--- src/rtl/tlp_rx_filter.sv ---
// Snoop-side PCIe RX TLP class filter: classifies each TLP on its first beat,
// forwards or drops the whole TLP per a class mask, and counts outcomes.
module tlp_rx_filter #(
    parameter int unsigned C_DATA_WIDTH = 64,
    parameter int unsigned KEEP_WIDTH   = 8,
    parameter int unsigned CNT_WIDTH    = 32
) (
    input  logic                    pcie_clk,
    input  logic                    pcie_rst,
    input  logic                    in_tvalid,
    input  logic                    in_tready,
    input  logic [C_DATA_WIDTH-1:0] in_tdata,
    input  logic [KEEP_WIDTH-1:0]   in_tkeep,
    input  logic                    in_tlast,
    input  logic [21:0]             in_tuser,
    input  logic                    filt_en,
    input  logic [7:0]              class_mask,
    input  logic                    cnt_clr,
    output logic                    out_tvalid,
    output logic                    out_tready,
    output logic [C_DATA_WIDTH-1:0] out_tdata,
    output logic [KEEP_WIDTH-1:0]   out_tkeep,
    output logic                    out_tlast,
    output logic [21:0]             out_tuser,
    output logic [CNT_WIDTH-1:0]    pass_cnt,
    output logic [CNT_WIDTH-1:0]    drop_cnt
);

    typedef enum logic [1:0] {
        ST_SOP,
        ST_PASS,
        ST_DROP
    } state_t;

    typedef enum logic [2:0] {
        CL_MRD   = 3'd0,
        CL_MWR   = 3'd1,
        CL_CPL   = 3'd2,
        CL_CPLD  = 3'd3,
        CL_CFG   = 3'd4,
        CL_MSG   = 3'd5,
        CL_IO    = 3'd6,
        CL_OTHER = 3'd7
    } tlp_class_t;

    state_t                  state_q, state_d;
    logic                    valid_q, valid_d;
    logic [C_DATA_WIDTH-1:0] data_q, data_d;
    logic [KEEP_WIDTH-1:0]   keep_q, keep_d;
    logic                    last_q, last_d;
    logic [21:0]             user_q, user_d;
    logic [CNT_WIDTH-1:0]    pass_q, pass_d;
    logic [CNT_WIDTH-1:0]    drop_q, drop_d;

    logic       beat;
    logic       sop_beat;
    logic       keep_tlp;
    logic       fwd;
    logic [1:0] fmt;
    logic [4:0] typ;
    tlp_class_t cls;

    always_comb begin
        fmt = in_tdata[30:29];
        typ = in_tdata[28:24];
        cls = CL_OTHER;
        if (typ[4:1] == 4'b0000) begin
            cls = fmt[1] ? CL_MWR : CL_MRD;
        end else if (typ == 5'b00010) begin
            cls = CL_IO;
        end else if (typ[4:1] == 4'b0010) begin
            cls = CL_CFG;
        end else if (typ[4:3] == 2'b10) begin
            cls = CL_MSG;
        end else if (typ[4:1] == 4'b0101) begin
            cls = fmt[1] ? CL_CPLD : CL_CPL;
        end
    end

    assign beat     = in_tvalid & in_tready;
    assign sop_beat = beat & (state_q == ST_SOP);
    assign keep_tlp = ~filt_en | class_mask[cls];
    assign fwd      = (sop_beat & keep_tlp) | (beat & (state_q == ST_PASS));

    always_comb begin
        state_d = state_q;
        if (beat) begin
            if (in_tlast) begin
                state_d = ST_SOP;
            end else if (state_q == ST_SOP) begin
                state_d = keep_tlp ? ST_PASS : ST_DROP;
            end
        end
    end

    always_comb begin
        valid_d = fwd;
        data_d  = data_q;
        keep_d  = keep_q;
        last_d  = last_q;
        user_d  = user_q;
        if (fwd) begin
            data_d = in_tdata;
            keep_d = in_tkeep;
            last_d = in_tlast;
            user_d = in_tuser;
        end
    end

    // Clear wins over a same-cycle increment; counters stick at all-ones.
    always_comb begin
        pass_d = pass_q;
        drop_d = drop_q;
        if (cnt_clr) begin
            pass_d = '0;
            drop_d = '0;
        end else if (sop_beat) begin
            if (keep_tlp && (pass_q != '1)) begin
                pass_d = pass_q + 1'b1;
            end
            if (!keep_tlp && (drop_q != '1)) begin
                drop_d = drop_q + 1'b1;
            end
        end
    end

    always_ff @(posedge pcie_clk) begin
        if (pcie_rst) begin
            state_q <= ST_SOP;
            valid_q <= 1'b0;
            data_q  <= '0;
            keep_q  <= '0;
            last_q  <= 1'b0;
            user_q  <= '0;
            pass_q  <= '0;
            drop_q  <= '0;
        end else begin
            state_q <= state_d;
            valid_q <= valid_d;
            data_q  <= data_d;
            keep_q  <= keep_d;
            last_q  <= last_d;
            user_q  <= user_d;
            pass_q  <= pass_d;
            drop_q  <= drop_d;
        end
    end

    assign out_tvalid = valid_q;
    assign out_tready = valid_q;
    assign out_tdata  = data_q;
    assign out_tkeep  = keep_q;
    assign out_tlast  = last_q;
    assign out_tuser  = user_q;
    assign pass_cnt   = pass_q;
    assign drop_cnt   = drop_q;

endmodule
--- config.mk ---
export PLATFORM = sky130hd
export DESIGN_NAME = tlp_rx_filter
export DESIGN_NICKNAME = d
export VERILOG_FILES = /design/src/rtl/tlp_rx_filter.sv
export SDC_FILE = /design/constraint.sdc
export NUM_CORES = 1
export LEC_CHECK = 0
export BUFFER_PORTS_ARGS = -buffer_cell sky130_fd_sc_hd__buf_2
export CAP_MARGIN = 20
export CORE_AREA = 2 2 115 117
export CTS_BUF_LIST = sky130_fd_sc_hd__clkbuf_4
export DETAILED_ROUTE_END_ITERATION = 12
export DIE_AREA = 0 0 117 119
export PLACE_DENSITY_LB_ADDON = 0.25
export SLEW_MARGIN = 10
export SYNTH_ARGS = -nofsm -noshare
export SYNTH_HDL_FRONTEND = slang
export SYNTH_SLANG_ARGS = --single-unit
--- constraint.sdc ---
create_clock -name pcie_clk -period 3.9 [get_ports pcie_clk]
set_clock_uncertainty 0.15 [all_clocks]
set_input_delay 0.195 -clock pcie_clk [delete_from_list [all_inputs] [get_ports pcie_clk]]
set_output_delay 0.195 -clock pcie_clk [all_outputs]
set_load 0.005 [all_outputs]
== Word level (Yosys, flattened, before mapping) ==
Cells that the tools add are included.
Operators by class
  add/subtract/negate cells: 2
  magnitude comparators: 1
  eq/ne operators: 7
  multiplexer cells: 12
  bitwise logic cells: 7
  reduce and logical (&&, ||, !) cells: 10
Operators with widths (number)
  adder 32 x 1 -> 32 bit (second input constant): 2
  != test 32 bit (second input constant): 2
  two-way mux 3 bit: 5
  two-way mux 2 bit: 3
  AND reduction 2 bit: 3
  == test 5 x 2 -> 1 bit (second input constant): 1
  bitwise AND 1 bit: 4
  == test 4 x 2 -> 1 bit (second input constant): 1
  == test 4 x 3 -> 1 bit (second input constant): 1
  logical NOT 4 bit: 1
  less-than comparator 3 x 4 -> 1 bit (second input constant): 1
  binary-select mux 1 bit (select 3 bit): 1
  two-way mux 1 bit: 3
  == test 2 x 1 -> 1 bit (second input constant): 1
  == test 2 bit (second input constant): 1
  logical AND 1 bit: 2
  logical NOT 2 bit: 1
  OR 1 bit: 2
  nonzero test 2 bit: 1
  OR reduction 2 bit: 1
  logical NOT 1 bit: 1
  NOT 1 bit: 1
Storage, ports and cells
  register bits after elaboration: 162
  bits of input ports: 109
  output and inout bits: 161
  word-level logic and storage cells: 47

== Longest topological paths before layout ==
Gate-level depths: netlist of the first run.
  word-level depth: 12
  gate-level depth with buffers: 10
  depth with buffers taken out: 8

== Worst setup path before layout of the first run ==
No wires, ideal clock.
  kind: register to register
  from: reg drop_q[12], in the netlist drop_cnt[12]
  to: reg drop_q[25], in the netlist drop_cnt[25]
  setup time: 0.070 ns
  arrival time: 2.206 ns
  data required time: 3.680 ns
  setup slack: 1.474 ns
  cell stages (with the launch flop): 10
  path buffers: 2
  period minus slack after synthesis: 2.426 ns
  path through: dfxtp_1 and2_1 and4_1 buf_2 nand4_1 o31ai_2 or3_1 buf_2 or4_1 a21oi_1
On the way
  cells in the longest elaborated chain, start to end: 3
  elaborated cells on any way between the ends: 4
  those cells by class: add/sub (1); eq/ne (1); reduce/logical (2)
RTL lines
  from (decl): line 53  | logic [CNT_WIDTH-1:0] drop_q, drop_d;
  from (signal assigned): line 145  | drop_q <= drop_d;
  parallel branches: the longest is 3 deep, another holds adder 32 x 1 -> 32 bit
Parallel ways; which one is timed is not known.
A chain may end at the register's enable or synchronous reset.

== Final worst setup path of the first run ==
  from: reg pass_q[25], in the netlist pass_cnt[25]
  to: reg pass_q[5], in the netlist pass_cnt[5]
On the way
  cells in the longest elaborated chain, start to end: 3
RTL lines
  from (decl): line 52  | logic [CNT_WIDTH-1:0] pass_q, pass_d;
  from (signal assigned): line 144  | pass_q <= pass_d;
  != test 32 bit: line 118  | if (keep_tlp && (pass_q != '1)) begin
  logical AND 1 bit: line 118
  AND reduction 2 bit (no source line)
Every way passes these cells.

==> results of run 1 <==
cells in the mapped netlist, drive strengths merged (3+ instances only):
cell,n
a31oi,9
nand2b,3
nor4,6
mux2i,5
nor2,66
or3,14
a41o,8
dfxtp,162
nor3,23
and3,10
nor2b,4
nor3b,3
and4,7
a31o,6
nand3,14
a21oi,109
nand4,21
buf,21
clkbuf,34
xor2,8
nand2,231
inv,6
o31ai,3
o21ai,12
xnor2,27
and2,4
flip-flops by register name, summed over array words and instances (netlist names):
name,cells
pass_cnt,32
out_tuser,22
state_q,2
out_tready,1
drop_cnt,32
out_tkeep,8
out_tlast,1
out_tdata,64
logic make-up (layout without fill, tap and decap cells):
logic type | Yosys count | count (layout) | synth area share, %
and+or+nand+nor | 415 | 415 | 27.76
buffers and inverters | 61 | 419 | 3.779
muxes | 6 | 6 | 0.9122
other | 0 | 1 | 0
AOI/OAI and AO/OA | 161 | 161 | 14.37
xor gates and xnor gates | 35 | 35 | 4.561
DFF | 162 | 162 | 48.25
adders and majority gates | 2 | 2 | 0.3722
worst max path at each step:
| stage | end | slack, ns |
|---|---|---|
| 2_1_floorplan | drop_cnt[25] | 1.47 |
| 3_3_place_gp | drop_cnt[25] | 1.14 |
| 3_5_place_dp | drop_cnt[25] | 1.10 |
| 4_1_cts | pass_cnt[5] | 1.08 |
| 5_1_grt | pass_cnt[5] | 0.77 |
| 6_report | pass_cnt[5] | 1.01 |
worst min-delay path, delay by kind of cell:
| kind | cells | cell delay (ns) |
|---|---|---|
| and+or+nand+nor | 2 | 0.13 |
| AOI/OAI and AO/OA | 1 | 0.15 |
| xor gates and xnor gates | 1 | 0.12 |
| buffers and inverters | 1 | 0.12 |
power breakdown:
group | internal (uW) | switching (uW)
sequential | 1710 | 29.0
combinational | 200 | 222
clock | 392 | 578
layer usage:
metal	up-vias	part of all wire [%]	GRT usage, %
li1	3561	-	-
met3	91	7.1	7.634
met5	-	0	0
met2	319	49	50.11
met1	3399	39	35.41
met4	0	5.3	17.35
per-stage QoR:
stage               total power (uW)  std cells
floorplan                       1939        842
global placement                2087       1244
detailed placement              2093       1244
CTS                             3113       1376
global route                    3240       1377
finish                          3128       1377
layout make-up:
cell class / count / area [sq um]
Clock buffer: 20 / 150.1
Clock inverter: 12 / 116.4
Fill cell: 937 / 3418
Antenna cell: 1 / 2.502
Inverter: 6 / 22.52
Timing Repair Buffer: 381 / 2465
Sequential cell: 162 / 3243
Multi-Input combinational cell: 619 / 3237
Tap cell: 176 / 220.2
==> results.py, run 1 <==
metrics = {
    "die": {
        "rows": 42,
        "coreArea_sq_mm": 0.01287,
        "start_util_pct": 52.21,
        "fp.dieH_um": 119,
        "ios": 270,
        "die_x_um": 117,
        "fp.dieArea_sq_mm": 0.01392,
    },
    "global_route": {
        "grt_max_degree": 102,
        "grt_pass1_wl_um": 33610,
        "antenna_found_initial": 1,
        "grt_pass1_vias": 7045,
        "grt_use_total_pct": 30.38,
        "grt-ovfl-total": 0,
    },
    "pwr": {
        "vdd_drop_max_uv": 271.0,
        "power_density_mw_per_mm2": 330.7,
        "leakagePower_uw": 0.004118,
    },
    "synth": {
        "synthArstFlopShare_pct": 0,
        "ys_seq_elements": 162,
        "yosysWarnings": 0,
        "syn_nets": 953,
        "netlist_area_sq_mm": 0.006721,
        "synthCells": 842,
        "synth_top_area_share_pct": 48.25,
        "syn_area_per_cell_sq_um": 7.983,
        "yosys_most_used_dff": "dfxtp_1",
        "synthTopCellsByArea": "dfxtp_1, nand2_1, a21oi_1",
        "synth_edf_count": 0,
        "seq_area_frac_synth_pct": 48.25,
        "yosysUniqueCellTypes": 55,
        "synth_area_leader_cell": "dfxtp_1",
    },
    "min_path": {
        "min_delay_worst_endpoint": "drop_cnt[8]",
        "hold_start": "filt_en",
        "hold-path-cell-count": 5,
        "holdCritPathClass": "in2reg",
    },
    "critical_path": {
        "path_common_cell": "and4_1",
        "cp_num_buf_inv": 0,
        "cp_max_fo": 15,
        "reg2reg_slack_ns": 1.01,
        "worstSetupPathType": "reg2reg",
        "r2r_end": "pass_cnt[5]",
        "r2r_start": "pass_cnt[25]",
        "cp.arrival_ns": 3.17,
        "worstSetupPathDepth": 7,
        "ff2ff_path_depth": 7,
        "cp_cell_sequence": "and4_1 -> and4_1 -> a41oi_1 -> nand4_1 -> nor4b_1 -> xnor2_1 -> nor2_1",
        "timing.critical_path.from": "pass_cnt[25]",
        "critical-path-top-delay-family": "simple AND/OR/NAND/NOR gates",
        "startpoint_type": "register",
        "endpoint_kind": "register",
        "critPathSlowestCell": "nand4_1",
        "slowest_delay_ns": 0.64,
        "cp.required_ns": 4.18,
    },
    "timing": {
        "rsz0062_at_grt": "false",
        "min_period_ns": 2.885,
        "tightest_slew_ns": 1.044,
        "timing.fmax_mhz": 346.6,
        "finalHoldViolations": 0,
        "finalCritPeriodShare_pct": 73.98,
        "timing.hold.ws_ns": 0.06378,
        "slew_violations": 0,
        "max_slew_margin_pct": 30.43,
        "setup_viol": 0,
        "setup_slack_ns": 1.015,
        "fin_setup_tns_ns": 0,
    },
    "cells_and_area": {
        "stdcell_area_sq_mm": 0.009457,
        "layout_commonest_cell": "buf_2",
        "drive_gt1_share_pct": 27.42,
        "fin_util_pct": 73.45,
        "area.growth.synth_to_final_pct": 40.69,
        "final_nets": 1298,
        "final_cell_mix": "buf_2, nand2_1, dfxtp_1",
    },
    "clocking": {
        "clk_pin_slew_ns": 0.12,
        "htree_levels": 4,
        "postCtsHoldBufs": 100,
        "postCtsResizedCells": 0,
        "cts_tree": "built",
        "clkLatencyLatePin_ns": 0.56,
        "clockBufferDepth": 2,
        "cts_buffers": 17,
        "postCtsSetupRepairBufs": 0,
        "cts_root_buffer": "clkbuf_4",
        "numClockSinks": 162,
    },
    "drt": {
        "wl_per_cell_um": 15.31,
        "ant_nets": 0,
        "drt_iter0_markers": 460,
        "via_per_inst": 5.352,
        "drtPass1Iterations": 5,
        "drcViolationCount": 0,
        "num_vias": 7370,
        "wl_um": 21080,
    },
    "placement": {
        "port_buffers": 269,
        "gp_congestion": 0.8472,
        "dpl.hpwl_um": 12320,
        "place_ws_ns": 1.101,
        "dpl_cell_area_sq_mm": 0.008187,
    },
    "job": {
        "drv_cap": 0,
    },
    "run_status": {
        "outcome": "finished, final reports clean",
    },
}
Power figures use the tool's default switching activity.
==> run 2, diff against run 1 <==
CORE_AREA = 2 2 119 121   (was 2 2 115 117)
DIE_AREA = 0 0 121 123   (was 0 0 117 119)
clock period = 2.75 ns   (was 3.9 ns; I/O delays follow)
==> run 2 against run 1 <==
  * Sequential power increased by 41%
  * Die area grew 6.9%
  * Combinational power grew 55%
  * Register-to-register slack lost 0.73 ns
  * Via count is 4.0% higher
  * Cell count grew 3.3%
  * Wire length grew 7.7%
  * Critical path type is now in2reg
  * Critical endpoint is now out_tuser[21]
  * Highest routed layer unchanged
==> results.py, run 2 (synthesis results as in run 1) <==
metrics = {
    "run_status": {
        "outcome": "finished, final reports clean",
    },
    "clocking": {
        "clockBufferDepth": 2,
        "numClockSinks": 162,
        "postCtsResizedCells": 0,
        "cts_buffers": 17,
        "clk_pin_slew_ns": 0.13,
        "cts_tree": "built",
        "htree_levels": 4,
        "clkLatencyLatePin_ns": 0.52,
        "cts_root_buffer": "clkbuf_4",
    },
    "global_route": {
        "grt_pass1_vias": 7320,
        "grt_max_degree": 97,
        "grt_use_total_pct": 29.19,
        "grt_pass1_wl_um": 34960,
        "grt-ovfl-total": 0,
        "antenna_found_initial": 0,
    },
    "placement": {
        "gp_congestion": 0.8127,
        "port_buffers": 269,
        "place_ws_ns": 0.1494,
        "dpl.hpwl_um": 13030,
    },
    "critical_path": {
        "cp_max_fo": 23,
        "r2r_start": "drop_cnt[0]",
        "startpoint_type": "primary input",
        "timing.critical_path.from": "in_tdata[27]",
        "cp.arrival_ns": 2.93,
        "worstSetupPathType": "in2reg",
        "critical-path-top-delay-family": "buffers and inverters",
        "cp_cell_sequence": "buf_2 -> nor2b_1 -> o221ai_1 -> a221o_2 -> o211ai_4 -> buf_4 -> o21a_4 -> buf_12 -> nand2_1 -> a21oi_1 -> dlygate4sd3_1",
        "cp_num_buf_inv": 4,
        "cp.required_ns": 3.08,
        "endpoint_kind": "register",
        "slowest_delay_ns": 0.58,
        "critPathSlowestCell": "dlygate4sd3_1",
    },
    "die": {
        "die_x_um": 121,
        "ios": 270,
        "fp.dieH_um": 123,
        "rows": 43,
        "start_util_pct": 49.38,
        "fp.dieArea_sq_mm": 0.01488,
        "coreArea_sq_mm": 0.01361,
    },
    "drt": {
        "num_vias": 7667,
        "wl_um": 22690,
        "drtPass1Iterations": 7,
        "drcViolationCount": 0,
        "drt_iter0_markers": 569,
        "wl_per_cell_um": 15.96,
        "via_per_inst": 5.392,
        "ant_nets": 0,
    },
    "timing": {
        "setup_slack_ns": 0.1469,
        "setup_viol": 0,
        "fin_setup_tns_ns": 0,
        "min_period_ns": 2.603,
        "rsz0062_at_grt": "false",
        "slew_violations": 0,
        "tightest_slew_ns": 0.7144,
        "max_slew_margin_pct": 52.38,
        "timing.hold.ws_ns": 0.1220,
        "finalHoldViolations": 0,
        "timing.fmax_mhz": 384.2,
        "finalCritPeriodShare_pct": 94.66,
    },
    "pwr": {
        "p_clk_share_pct": 30.7,
        "vdd_drop_max_uv": 469.3,
        "leakagePower_uw": 0.004376,
        "power_frac_seq_pct": 54.8,
        "power_switching_share_pct": 26.63,
        "power_switching_uw": 1197,
        "p_int_uw": 3297,
        "pwr-share-comb_pct": 14.6,
        "power_density_mw_per_mm2": 455.5,
    },
    "cells_and_area": {
        "multiInputGateArea_sq_mm": 0.003243,
        "regArea_sq_mm": 0.003243,
        "final_nets": 1339,
        "drive_gt1_share_pct": 27.72,
        "fillers": 977,
        "largest_reg_flops": 64,
        "layout_commonest_cell": "buf_2",
        "area.growth.synth_to_final_pct": 46.78,
        "final_cell_mix": "buf_2, nand2_1, dfxtp_1",
        "fin_util_pct": 72.48,
    },
    "min_path": {
        "holdCritPathClass": "in2reg",
        "hold_start": "filt_en",
    },
    "job": {
        "drv_cap": 0,
    },
}
-- run 2: changes by cell type in the layout (fill, tap and decap cells not counted) --
| cell | before | now |
|---|---|---|
| o21a_4 | 0 | 1 |
| o21a_2 | 1 | 0 |
| dlygate4sd3_1 | 100 | 126 |
| buf_4 | 11 | 24 |
| buf_12 | 2 | 4 |
-- run 2: layer usage --
layer | track usage [%] | routed length [um]
met1 | 31.94 | 8632
met2 | 52.49 | 11450
met3 | 8.164 | 1607
met4 | 13.30 | 1009
met5 | 0 | 0
-- run 2: tightest hold or removal path: stages --
cell      delay (ns)
buf_2           0.12
o211ai_4        0.08
or3_1           0.22
or3_1           0.14
a21oi_1         0.06
-- run 2: cell type report --
| class | instances | area share, % |
|---|---|---|
| sequential | 162 | 32.87 |
| multi-input combinational | 619 | 32.87 |
| timing repair buffer | 422 | 29.02 |
| tap | 180 | 2.283 |
| clock buffer | 20 | 1.522 |
| clock inverter | 12 | 1.179 |
| inverter | 6 | 0.2283 |
| antenna | 1 | 0.02536 |
-- run 2: final timing paths --
check | cells past startpoint | slack [ns] | end
max reg2reg | 8 | 0.28 | drop_cnt[17]
min | 5 | 0.12 | drop_cnt[27]
max | 11 | 0.15 | out_tuser[21]
min reg2reg | 2 | 0.31 | out_tdata[9]
-- run 2: power by group through the flow --
stage	sequential, uW	clock, uW	combinational (uW)
final	2460	1380	654
after global routing	2470	1500	703
after floorplan	2510	0	236
after detailed placement	2510	0	481
after global placement	2500	0	476
after CTS	2450	1390	620
-- run 2: what timing repair did --
action / CTS / global route
hold buffers: 126 / 0
hold endpoints to repair: 103 / 0
buffers inserted: 0 / 0
endpoints found under the setup margin: 0 / 0
-- run 2: stage by stage --
| step | instance area, sq um | std cells | power (uW) |
|---|---|---|---|
| after floorplan | 6721 | 842 | 2749 |
| after global placement | 8335 | 1263 | 2979 |
| after detailed placement | 8335 | 1263 | 2988 |
| after CTS | 9863 | 1421 | 4461 |
| after global routing | 9863 | 1421 | 4674 |
| final | 9866 | 1422 | 4494 |
==> run 3, diff against run 2 <==
clock period = 2.99 ns   (was 2.75 ns; I/O delays follow)
==> run 3 against run 2 <==
  * Worst setup slack got worse by 0.053 ns
  * Cell count fell by 0.56%
  * Utilization fell by 0.63 points
  * Critical endpoint unchanged
  * Power fell by 9.2%
  * Cell area fell by 0.86%
  * Largest power group unchanged
  * Clock-buffer cell count fell by 1
  * Sequential share of layout area rose by 0.29 points
  * Flip-flop and latch count did not move
  * Non-clock buffer count fell by 10
  * Wire length fell by 0.75%
  * Worst hold slack got worse by 0.032 ns
==> results.py, run 3 (synthesis results as in run 1) <==
metrics = {
    "job": {
        "drv_cap": 0,
    },
    "pwr": {
        "power_density_mw_per_mm2": 417.2,
        "vdd_drop_max_uv": 438.8,
        "finalPower_uw": 4080,
        "leakagePower_uw": 0.004307,
    },
    "cells_and_area": {
        "area.growth.synth_to_final_pct": 45.51,
        "layout_commonest_cell": "buf_2",
        "drive_gt1_share_pct": 27.68,
        "largest_reg_flops": 64,
        "fillers": 1000,
        "final_cell_mix": "buf_2, nand2_1, dfxtp_1",
        "regArea_sq_mm": 0.003243,
        "final_nets": 1330,
        "layoutNonFillerInstCount": 1414,
        "stdcell_area_sq_mm": 0.009781,
        "multiInputGateArea_sq_mm": 0.003252,
    },
    "die": {
        "fp.dieH_um": 123,
        "ios": 270,
        "rows": 43,
        "start_util_pct": 49.38,
        "coreArea_sq_mm": 0.01361,
        "die_x_um": 121,
        "fp.dieArea_sq_mm": 0.01488,
    },
    "drt": {
        "wl_per_cell_um": 15.93,
        "drt_iter0_markers": 595,
        "ant_nets": 0,
        "drcViolationCount": 0,
        "num_vias": 7601,
        "wl_um": 22520,
        "drtPass1Iterations": 5,
        "via_per_inst": 5.376,
    },
    "global_route": {
        "grt_pass1_vias": 7057,
        "grt-ovfl-total": 0,
        "grt_pass1_wl_um": 33870,
        "grt_use_total_pct": 28.35,
        "antenna_found_initial": 2,
        "grt_max_degree": 97,
    },
    "timing": {
        "fin_setup_tns_ns": 0,
        "min_period_ns": 2.896,
        "finalCritPeriodShare_pct": 96.86,
        "tightest_slew_ns": 0.7537,
        "rsz0062_at_grt": "false",
        "max_slew_margin_pct": 49.76,
        "timing.fmax_mhz": 345.3,
        "finalHoldViolations": 0,
        "slew_violations": 0,
        "setup_viol": 0,
    },
    "min_path": {
        "holdCritPathClass": "in2reg",
        "hold-path-cell-count": 6,
        "min_delay_worst_endpoint": "pass_cnt[18]",
        "hold_start": "filt_en",
    },
    "clocking": {
        "cts_buffers": 17,
        "cts_tree": "built",
        "numClockSinks": 162,
        "cts_root_buffer": "clkbuf_4",
        "clk_pin_slew_ns": 0.13,
        "clkLatencyLatePin_ns": 0.55,
        "htree_levels": 4,
        "clockBufferDepth": 2,
    },
    "placement": {
        "place_inst": 1255,
        "gp_congestion": 0.8054,
        "dpl.hpwl_um": 12730,
        "dpl_cell_area_sq_mm": 0.008263,
        "port_buffers": 269,
    },
    "critical_path": {
        "r2r_end": "drop_cnt[17]",
        "endpoint_kind": "register",
        "cp.required_ns": 3.34,
        "slowest_delay_ns": 0.57,
        "worstSetupPathType": "in2reg",
        "cp.arrival_ns": 3.25,
        "startpoint_type": "primary input",
        "critical-path-top-delay-family": "buffers and inverters",
        "cp_max_fo": 29,
        "ff2ff_path_depth": 8,
        "path_common_cell": "dlygate4sd3_1",
        "r2r_start": "drop_cnt[12]",
        "cp_cell_sequence": "dlygate4sd3_1 -> buf_2 -> or3b_1 -> o32a_1 -> o211ai_4 -> buf_6 -> o21a_4 -> buf_12 -> nand2_1 -> a21oi_1 -> dlygate4sd3_1",
        "reg2reg_slack_ns": 0.43,
        "critPathSlowestCell": "dlygate4sd3_1",
        "cp_num_buf_inv": 5,
    },
    "run_status": {
        "outcome": "finished, final reports clean",
    },
}
## run 3: cell types whose count changed in the layout (fill, tap and decap cells not counted), sizes merged
cell / change
buf: -6
bufinv: -1
clkinv: -1
clkinvlp: +1
diode: +1
dlygate4sd3: -5
inv: +2
o21a: +1
## run 3: metal layers
layer	share of wire, %	vias up	GRT usage, %
li1	-	3625	-
met1	39	3499	32.60
met2	48	379	47.89
met3	7.3	98	8.072
met4	5.0	0	15.19
met5	0	-	0
## run 3: metrics by stage
stage / worst slack, ns / hold WS (ns) / util (%)
after floorplan: 0.5638 / 0.1355 / -
after CTS: 0.01728 / 0.08424 / 71.47
after global placement: 0.3841 / 0.2379 / 60.70
after global routing: 0.05271 / 0.06165 / 71.85
final: 0.09377 / 0.09028 / 71.85
after detailed placement: 0.3369 / 0.2445 / 60.70
## run 3: area by class of cell
| cell class | instances | share of cell area [%] |
|---|---|---|
| clock buffers | 19 | 1.458 |
| inverters | 6 | 0.2303 |
| well taps | 180 | 2.303 |
| flip-flops and latches | 162 | 33.16 |
| multi-input cells | 620 | 33.25 |
| clock inverters | 13 | 1.139 |
| diodes | 2 | 0.05117 |
| repair buffers | 412 | 28.41 |
## run 3: worst max-delay path by stage
stage / start / endpoint / slack, ns / depth (start not counted)
6_report: in_tdata[26] / out_tuser[21] / 0.09 / 11
4_1_cts: in_tdata[26] / out_tuser[21] / 0.02 / 11
3_3_place_gp: in_tdata[25] / drop_cnt[17] / 0.38 / 9
2_1_floorplan: drop_cnt[12] / drop_cnt[25] / 0.56 / 9
5_1_grt: in_tdata[26] / out_tuser[21] / 0.05 / 11
3_5_place_dp: in_tdata[25] / drop_cnt[17] / 0.34 / 9
## run 3: worst reg2reg max path: cells and delay by family (launching register included)
family	cells	cell delay, ns
buffers and inverters	1	0.21
AND/OR/NAND/NOR	5	1.59
flip-flops	1	0.37
AO/OA/AOI/OAI	2	0.16
## run 3: where the power goes
part	total, uW	internal, uW	switching (uW)
Combinational	605	292	313
Sequential	2260	2230	35.9
Clock	1210	429	785
## run 3: timing repair
action / 4_1_cts / 5_1_grt
gates resized for setup: 0 / 2
hold buffers: 121 / 0
setup endpoints to repair: 0 / 20
endpoints found under the hold margin: 104 / 0
setup buffers: 0 / 1
